==> config.mk <==
export PLATFORM = sky130hd
export DESIGN_NAME = apb_cmd_master
export DESIGN_NICKNAME = d
export VERILOG_FILES = /design/src/rtl/apb_cmd_master.sv
export SDC_FILE = /design/constraint.sdc
export NUM_CORES = 1
export LEC_CHECK = 0
export CORE_MARGIN = 2
export CORE_UTILIZATION = 30
export DETAILED_ROUTE_END_ITERATION = 6
export DONT_BUFFER_PORTS = 1
export PLACE_DENSITY_LB_ADDON = 0.05
export REMOVE_ABC_BUFFERS = 1
export SLEW_MARGIN = 20
export SYNTH_ARGS = -nofsm -noshare
export SYNTH_HDL_FRONTEND = slang
export SYNTH_SLANG_ARGS = --single-unit
==> constraint.sdc <==
create_clock -name pclk -period 2.53 [get_ports pclk]
set_input_delay 0.3795 -clock pclk [delete_from_list [all_inputs] [get_ports pclk]]
set_output_delay 0.3795 -clock pclk [all_outputs]
set_load 0.01 [all_outputs]
==> src/rtl/apb_cmd_master.sv <==
// Command-to-APB4 bridge: runs one SETUP/ACCESS transfer per accepted command and
// returns read data / error / timeout on a valid-ready response channel.
module apb_cmd_master #(
    parameter int ADDR_W  = 32,
    parameter int DATA_W  = 32,
    parameter int TIMEOUT = 16
) (
    input  logic                pclk,
    input  logic                preset_n,
    input  logic                cmd_valid,
    output logic                cmd_ready,
    input  logic                cmd_write,
    input  logic [ADDR_W-1:0]   cmd_addr,
    input  logic [DATA_W-1:0]   cmd_wdata,
    input  logic [DATA_W/8-1:0] cmd_strb,
    output logic                rsp_valid,
    input  logic                rsp_ready,
    output logic [DATA_W-1:0]   rsp_rdata,
    output logic                rsp_slverr,
    output logic                rsp_timeout,
    output logic                psel,
    output logic                penable,
    output logic                pwrite,
    output logic [ADDR_W-1:0]   paddr,
    output logic [DATA_W-1:0]   pwdata,
    output logic [DATA_W/8-1:0] pstrb,
    input  logic [DATA_W-1:0]   prdata,
    input  logic                pready,
    input  logic                pslverr
);
    localparam int              CW    = (TIMEOUT < 1) ? 1 : $clog2(TIMEOUT + 1);
    localparam bit              TO_EN = (TIMEOUT != 0);
    localparam logic [CW-1:0]   LIMIT = CW'(TO_EN ? TIMEOUT - 1 : 0);
    localparam logic [CW-1:0]   CMAX  = '1;

    typedef enum logic [1:0] {IDLE, SETUP, ACCESS, RESP} state_t;

    state_t        state, state_nxt;
    logic [CW-1:0] wait_cnt;
    logic          accept, done, abort;

    assign cmd_ready = (state == IDLE);
    assign accept    = cmd_valid && cmd_ready;
    assign done      = (state == ACCESS) && pready;
    // pready in the limit cycle wins, so abort requires !pready
    assign abort     = TO_EN && (state == ACCESS) && !pready && (wait_cnt == LIMIT);

    always_ff @(posedge pclk or negedge preset_n) begin
        if (!preset_n) state <= IDLE;
        else           state <= state_nxt;
    end

    always_comb begin
        state_nxt = state;
        case (state)
            IDLE:    if (accept) state_nxt = SETUP;
            SETUP:   state_nxt = ACCESS;
            ACCESS:  if (done || abort) state_nxt = RESP;
            RESP:    if (rsp_ready) state_nxt = IDLE;
            default: state_nxt = IDLE;
        endcase
    end

    always_ff @(posedge pclk or negedge preset_n) begin
        if (!preset_n) begin
            psel        <= 1'b0;
            penable     <= 1'b0;
            pwrite      <= 1'b0;
            paddr       <= '0;
            pwdata      <= '0;
            pstrb       <= '0;
            rsp_valid   <= 1'b0;
            rsp_rdata   <= '0;
            rsp_slverr  <= 1'b0;
            rsp_timeout <= 1'b0;
            wait_cnt    <= '0;
        end else begin
            case (state)
                IDLE: if (accept) begin
                    paddr   <= cmd_addr;
                    pwrite  <= cmd_write;
                    pwdata  <= cmd_write ? cmd_wdata : '0;
                    pstrb   <= cmd_write ? cmd_strb  : '0;
                    psel    <= 1'b1;
                    penable <= 1'b0;
                end
                SETUP: begin
                    penable  <= 1'b1;
                    wait_cnt <= '0;
                end
                ACCESS: begin
                    if (pready) begin
                        psel        <= 1'b0;
                        penable     <= 1'b0;
                        rsp_rdata   <= pwrite ? '0 : prdata;
                        rsp_slverr  <= pslverr;
                        rsp_timeout <= 1'b0;
                        rsp_valid   <= 1'b1;
                    end else begin
                        if (wait_cnt != CMAX) wait_cnt <= wait_cnt + CW'(1);
                        if (abort) begin
                            psel        <= 1'b0;
                            penable     <= 1'b0;
                            rsp_rdata   <= '0;
                            rsp_slverr  <= 1'b1;
                            rsp_timeout <= 1'b1;
                            rsp_valid   <= 1'b1;
                        end
                    end
                end
                RESP: if (rsp_ready) rsp_valid <= 1'b0;
                default: ;
            endcase
        end
    end
endmodule

Word-level counts from Yosys, hierarchy flattened --
Cells that the tools add are included.
Word-level totals: register bits after elaboration 113, output and inout bits 107
Cells by class: $add $sub $neg 1, equality and inequality tests 11, multiplexer cells 24, reduce and logical (&&, ||, !) cells 19
Operator list (count):
- $mux W32 | 4
- $reduce_and A3 Y1 | 5
- $mux W5 | 2
- $pmux W5 S2 | 1
- $mux W1 | 9
- $pmux W2 S4 | 1
- $reduce_bool A2 Y1 | 4
- $mux W2 | 3
- $ne A2 B1 Y1 const B | 3
- $add A5 B1 Y5 const B | 1
- $eq A5 B4 Y1 const B | 1
- $ne A5 B5 Y1 const B | 1
- $eq A2 B2 Y1 const B | 2
- $logic_and A1 B1 Y1 | 4
- $mux W4 | 1
- $ne A2 B2 Y1 const B | 2
- $pmux W1 S2 | 2
- $reduce_and A2 Y1 | 2
- $ne A3 B3 Y1 const B | 1
- $pmux W1 S3 | 1
- $reduce_bool A3 Y1 | 1
- $eq A2 B1 Y1 const B | 1
- $logic_not A2 Y1 | 1
- $logic_not A1 Y1 | 1
- $logic_or A1 B1 Y1 | 1

Longest topological paths before layout --
word-level depth 6, mapped depth 7

Worst setup path after synthesis --
OpenSTA, ideal clock, no wires.
path kind register to register, start reg wait_cnt[0], end reg wait_cnt[1], setup time 0.121 ns, arrival time 1.638 ns, slack 0.771 ns, cell stages (with the launch flop) 7, buffers on the path 0, cell sequence dfrtp_1 ha_1 and3_1 ha_1 nor2_2 mux2_2 a22o_1
Between the ends: longest elaborated chain between the ends 4
Ends and longest elaborated chain:
- from (decl) | RTL line 39 | logic [CW-1:0] wait_cnt;
- from (signal assigned) | RTL line 100 | if (wait_cnt != CMAX) wait_cnt <= wait_cnt + CW'(1);
- $add A5 B1 Y5 | RTL line 100
- $mux W5 | RTL line 100
- $mux W5 | RTL line 92 | if (pready) begin
- $pmux W5 S2 | RTL line 78 | case (state)
Several ways; a longest one is shown, not always the timed one. The select of a mux whose other input is x is not followed. A chain may end at the register's enable or synchronous reset.

Worst setup path in the final report --
start reg wait_cnt[0], end reg rsp_slverr
Between the ends: longest elaborated chain between the ends 4
Ends and longest elaborated chain:
- $eq A5 B4 Y1 | RTL line 46 | assign abort = TO_EN && (state == ACCESS) && !pready && (wait_cnt == LIMIT);
- $logic_and A1 B1 Y1 | RTL line 46
- $reduce_bool A2 Y1 (no source line)
- $reduce_and A2 Y1 (no source line)
- to (signal assigned) | RTL line 96 | rsp_slverr <= pslverr;
- to (decl) | RTL line 19 | output logic rsp_slverr,
Every way passes these cells.

==> summary.md <==
### Status
• **status** complete, but fails checks
• **violated checks** hold timing

### Worst setup path
• **worst reg2reg endpoint** rsp_slverr
• **type of origin of the critical path** flop
• **highest net fanout along the worst path** 34
• **worst path required time** 2800 ps
• **Worst setup endpoint** rsp_slverr
• **register-to-register path setup slack** 620 ps
• **WS Path Type** reg2reg
• **Worst Reg-to-Reg Cells** 6
• **CP Capture Type** flop
• **Reg2Reg Launch Point** wait_cnt[0]
• **Arrival @ worst endpoint** 2180 ps
• **Worst Setup SP** wait_cnt[0]

### Clock network
• **clock-pin transition on the worst setup and hold timing paths** 50 ps
• **number of buffers created by CTS** 17
• **clock tree from TritonCTS** yes
• **Clock Tree Root** sky130_fd_sc_hd__clkbuf_16
• **number of gates given a new drive strength after cts** 0
• **later-pin clock latency in the skew report** 410 ps
• **Post CTS Setup Buffer Count** 0
• **clock sink total** 113
• **H-tree depth reported by CTS** 4
• **Longest Clk Path Bufs** 2

### Global routing
• **remaining global-route overflow** 0
• **first-pass GRT wire length** 15800 um
• **GRT Total Usage** 12.9%
• **maximum number of pins on one net before global-route repair** 114
• **antenna violations before repair** 0
• **via count of the first global-routing pass** 2850

### Power and ir drop
• **maximum ir drop on the vdd rail** 436 uV
• **static leakage power** 2.49 nW
• **power per cell area** 1420 mW/mm2

### Placed design
• **placed instance count** 533
• **post-detailed-placement half-perimeter wirelength** 6750 um
• **cell area reported after detailed placement** 0.00468 mm2
• **dpl ws** 619 ps
• **last weighted congestion value of the routability-driven placer** 0.697
• **Port Buffer Count** 0

### Timing
• **measured slew at the worst slew-check pin** 525 ps
• **achievable clock frequency** 525 MHz
• **worst setup slack after layout** 624 ps
• **total negative slack for setup checks** 0 ps
• **shortest period the worst path allows** 1910 ps
• **RSZ-0062 raised after global routing** no
• **setup clock skew after layout** 4.88 ps
• **Hold Worst Slack** -331 ps
• **max-slew headroom at the worst pin** 65.0%
• **fin. max-slew vios** 0
• **count of endpoints failing setup in the final report** 0
• **Hold Vio Cnt, Final** 113
• **part of the cycle the worst path needs** 75.3%

### Drt
• **number of vias per cell** 4.86
• **first-iteration detailed-routing DRC count** 119
• **per-cell routed wire length** 18.0 um
• **detailed-routing iteration count for the pre-antenna-repair pass** 4
• **Antenna Violating Nets Remaining** 0
• **total vias in the final route** 2748
• **Routed WL** 10200 um
• **final routed DRC violation total** 0

### Layout
• **# diodes** 0
• **final instance area** 0.00532 mm2
• **area growth from synthesis to final layout** 17.8%
• **layout cells sized above 1** 19.7%
• **final cell count without fillers** 565
• **Post-layout nets** 484

### Synthesis
• **FF+latch count, synth** 113
• **sequential share of the synthesized area** 62.7%
• **number of cells produced by synthesis** 367
• **dominant synthesized flop cell** sky130_fd_sc_hd__dfrtp_1
• **number of library cell types mapped by synthesis** 32
• **post-synthesis area per instance** 12.3 um2
• **Synth Cell Area** 0.00451 mm2
• **synthesis warning total** 0
• **count of flip-flops with a built-in enable after synthesis** 0
• **ys async rst share** 100%

### Flow run
• **number of max-cap violations** 0

### Hold path
• **worst min path class** in2async

### Floorplanning
• **Die Width** 127 um
• **std cell rows** 44
• **Initial Utilization** 30.9%
• **die height** 127 um
• **die area** 0.0160 mm2
• **ports placed on the boundary** 214
• **Placeable Area** 0.0146 mm2

cells in the mapped netlist (2+ instances only):
| library cell | instances | share of area, % |
|---|---|---|
| sky130_fd_sc_hd__mux2i_1 | 3 | 0.67 |
| sky130_fd_sc_hd__nor2_1 | 3 | 0.25 |
| sky130_fd_sc_hd__buf_2 | 12 | 1.3 |
| sky130_fd_sc_hd__nor2_2 | 2 | 0.28 |
| sky130_fd_sc_hd__dfrtp_1 | 113 | 63 |
| sky130_fd_sc_hd__inv_1 | 4 | 0.33 |
| sky130_fd_sc_hd__o21ai_0 | 38 | 4.2 |
| sky130_fd_sc_hd__ha_1 | 9 | 2.5 |
| sky130_fd_sc_hd__nand2b_1 | 2 | 0.28 |
| sky130_fd_sc_hd__a21oi_1 | 2 | 0.22 |
| sky130_fd_sc_hd__and3_1 | 2 | 0.28 |
| sky130_fd_sc_hd__mux2_1 | 2 | 0.50 |
| sky130_fd_sc_hd__mux2_4 | 8 | 2.7 |
| sky130_fd_sc_hd__nand2_1 | 79 | 6.6 |
| sky130_fd_sc_hd__clkbuf_1 | 9 | 0.75 |
| sky130_fd_sc_hd__nor2b_1 | 4 | 0.55 |
| sky130_fd_sc_hd__mux2_2 | 26 | 6.5 |
| sky130_fd_sc_hd__a22o_1 | 35 | 6.8 |
layer usage:
layer,share of wire (%),GRT usage [%],vias up
li1,-,-,1272
met1,41,16.0,1310
met2,44,17.9,152
met3,13,7.42,14
met4,2.0,5.95,0
met5,0,0,-
state kept, by name, summed over array words and instances (netlist names):
register and flops:
rsp_rdata 32, penable 1, state 2, pstrb 4
pwdata 32, psel 1, rsp_timeout 1, rsp_slverr 1
pwrite 1, rsp_valid 1, wait_cnt 5, paddr 32
cell usage in the layout (no fill, tap or decap), types with 4 or more instances in the layout:
cell and instances:
sky130_fd_sc_hd__ha_1 9, sky130_fd_sc_hd__clkinv_2 4, sky130_fd_sc_hd__buf_4 4, sky130_fd_sc_hd__o21ai_0 38, sky130_fd_sc_hd__clkbuf_16 17, sky130_fd_sc_hd__inv_1 4, sky130_fd_sc_hd__dfrtp_1 113, sky130_fd_sc_hd__bufinv_16 4
sky130_fd_sc_hd__a22o_1 35, sky130_fd_sc_hd__mux2_4 8, sky130_fd_sc_hd__mux2_2 26, sky130_fd_sc_hd__nor2b_1 4, sky130_fd_sc_hd__nand2_1 79
report_power, final:
part	total (mW)	switching (mW)	internal [mW]	leakage, nW
registers	3.59	0.971	2.62	1.43
clock network	2.53	0.811	1.72	0.310
logic	1.43	0.640	0.791	0.751
area by class of cell:
| type | count | area, um2 |
|---|---|---|
| repair buffers | 5 | 50.0 |
| clock inverters | 10 | 156 |
| inverters | 4 | 15.0 |
| multi-input cells | 227 | 1560 |
| well taps | 184 | 230 |
| clock buffers | 22 | 474 |
| flip-flops and latches | 113 | 2830 |
| fillers | 1396 | 9270 |
worst min path at each step:
| stage | end | startpoint | cells after the start |
|---|---|---|---|
| floorplan | paddr[0] | preset_n | 0 |
| global placement | rsp_rdata[11] | preset_n | 0 |
| detailed placement | rsp_rdata[11] | preset_n | 0 |
| CTS | paddr[28] | preset_n | 0 |
| global route | rsp_rdata[26] | preset_n | 0 |
| finish | rsp_rdata[11] | preset_n | 0 |
logic make-up (layout without fill, tap and decap cells):
logic type               count (synthesis)  after routing  synth area share (%)
AO/OA/AOI/OAI                           80             80                  12.2
buffers and inverters                   27             41                  2.83
AND/OR/NAND/NOR                         98             98                  9.32
adder cells (fa/ha/maj)                  9              9                  2.50
multiplexers                            39             39                  10.3
flip-flops                             113            113                  62.7
XOR/XNOR                                 1              1                 0.194
critical path, stage by stage (launching register included):
cell,delay (ps)
sky130_fd_sc_hd__dfrtp_1,410
sky130_fd_sc_hd__ha_1,240
sky130_fd_sc_hd__and3_1,170
sky130_fd_sc_hd__ha_1,260
sky130_fd_sc_hd__o21ai_2,180
sky130_fd_sc_hd__buf_4,370
sky130_fd_sc_hd__o21ai_0,150
per-stage QoR:
| stage | hold WS, ps | total power, mW | util, % |
|---|---|---|---|
| after CTS | -353 | 7.68 | 36.4 |
| final | -331 | 7.55 | 36.4 |
| after floorplan | 83.9 | 4.60 | - |
| after global placement | 87.8 | 5.07 | 32.1 |
| after detailed placement | 87.7 | 5.09 | 32.1 |
| after global routing | -355 | 8.02 | 36.4 |
Note: power is estimated with default switching activity, not from simulation.
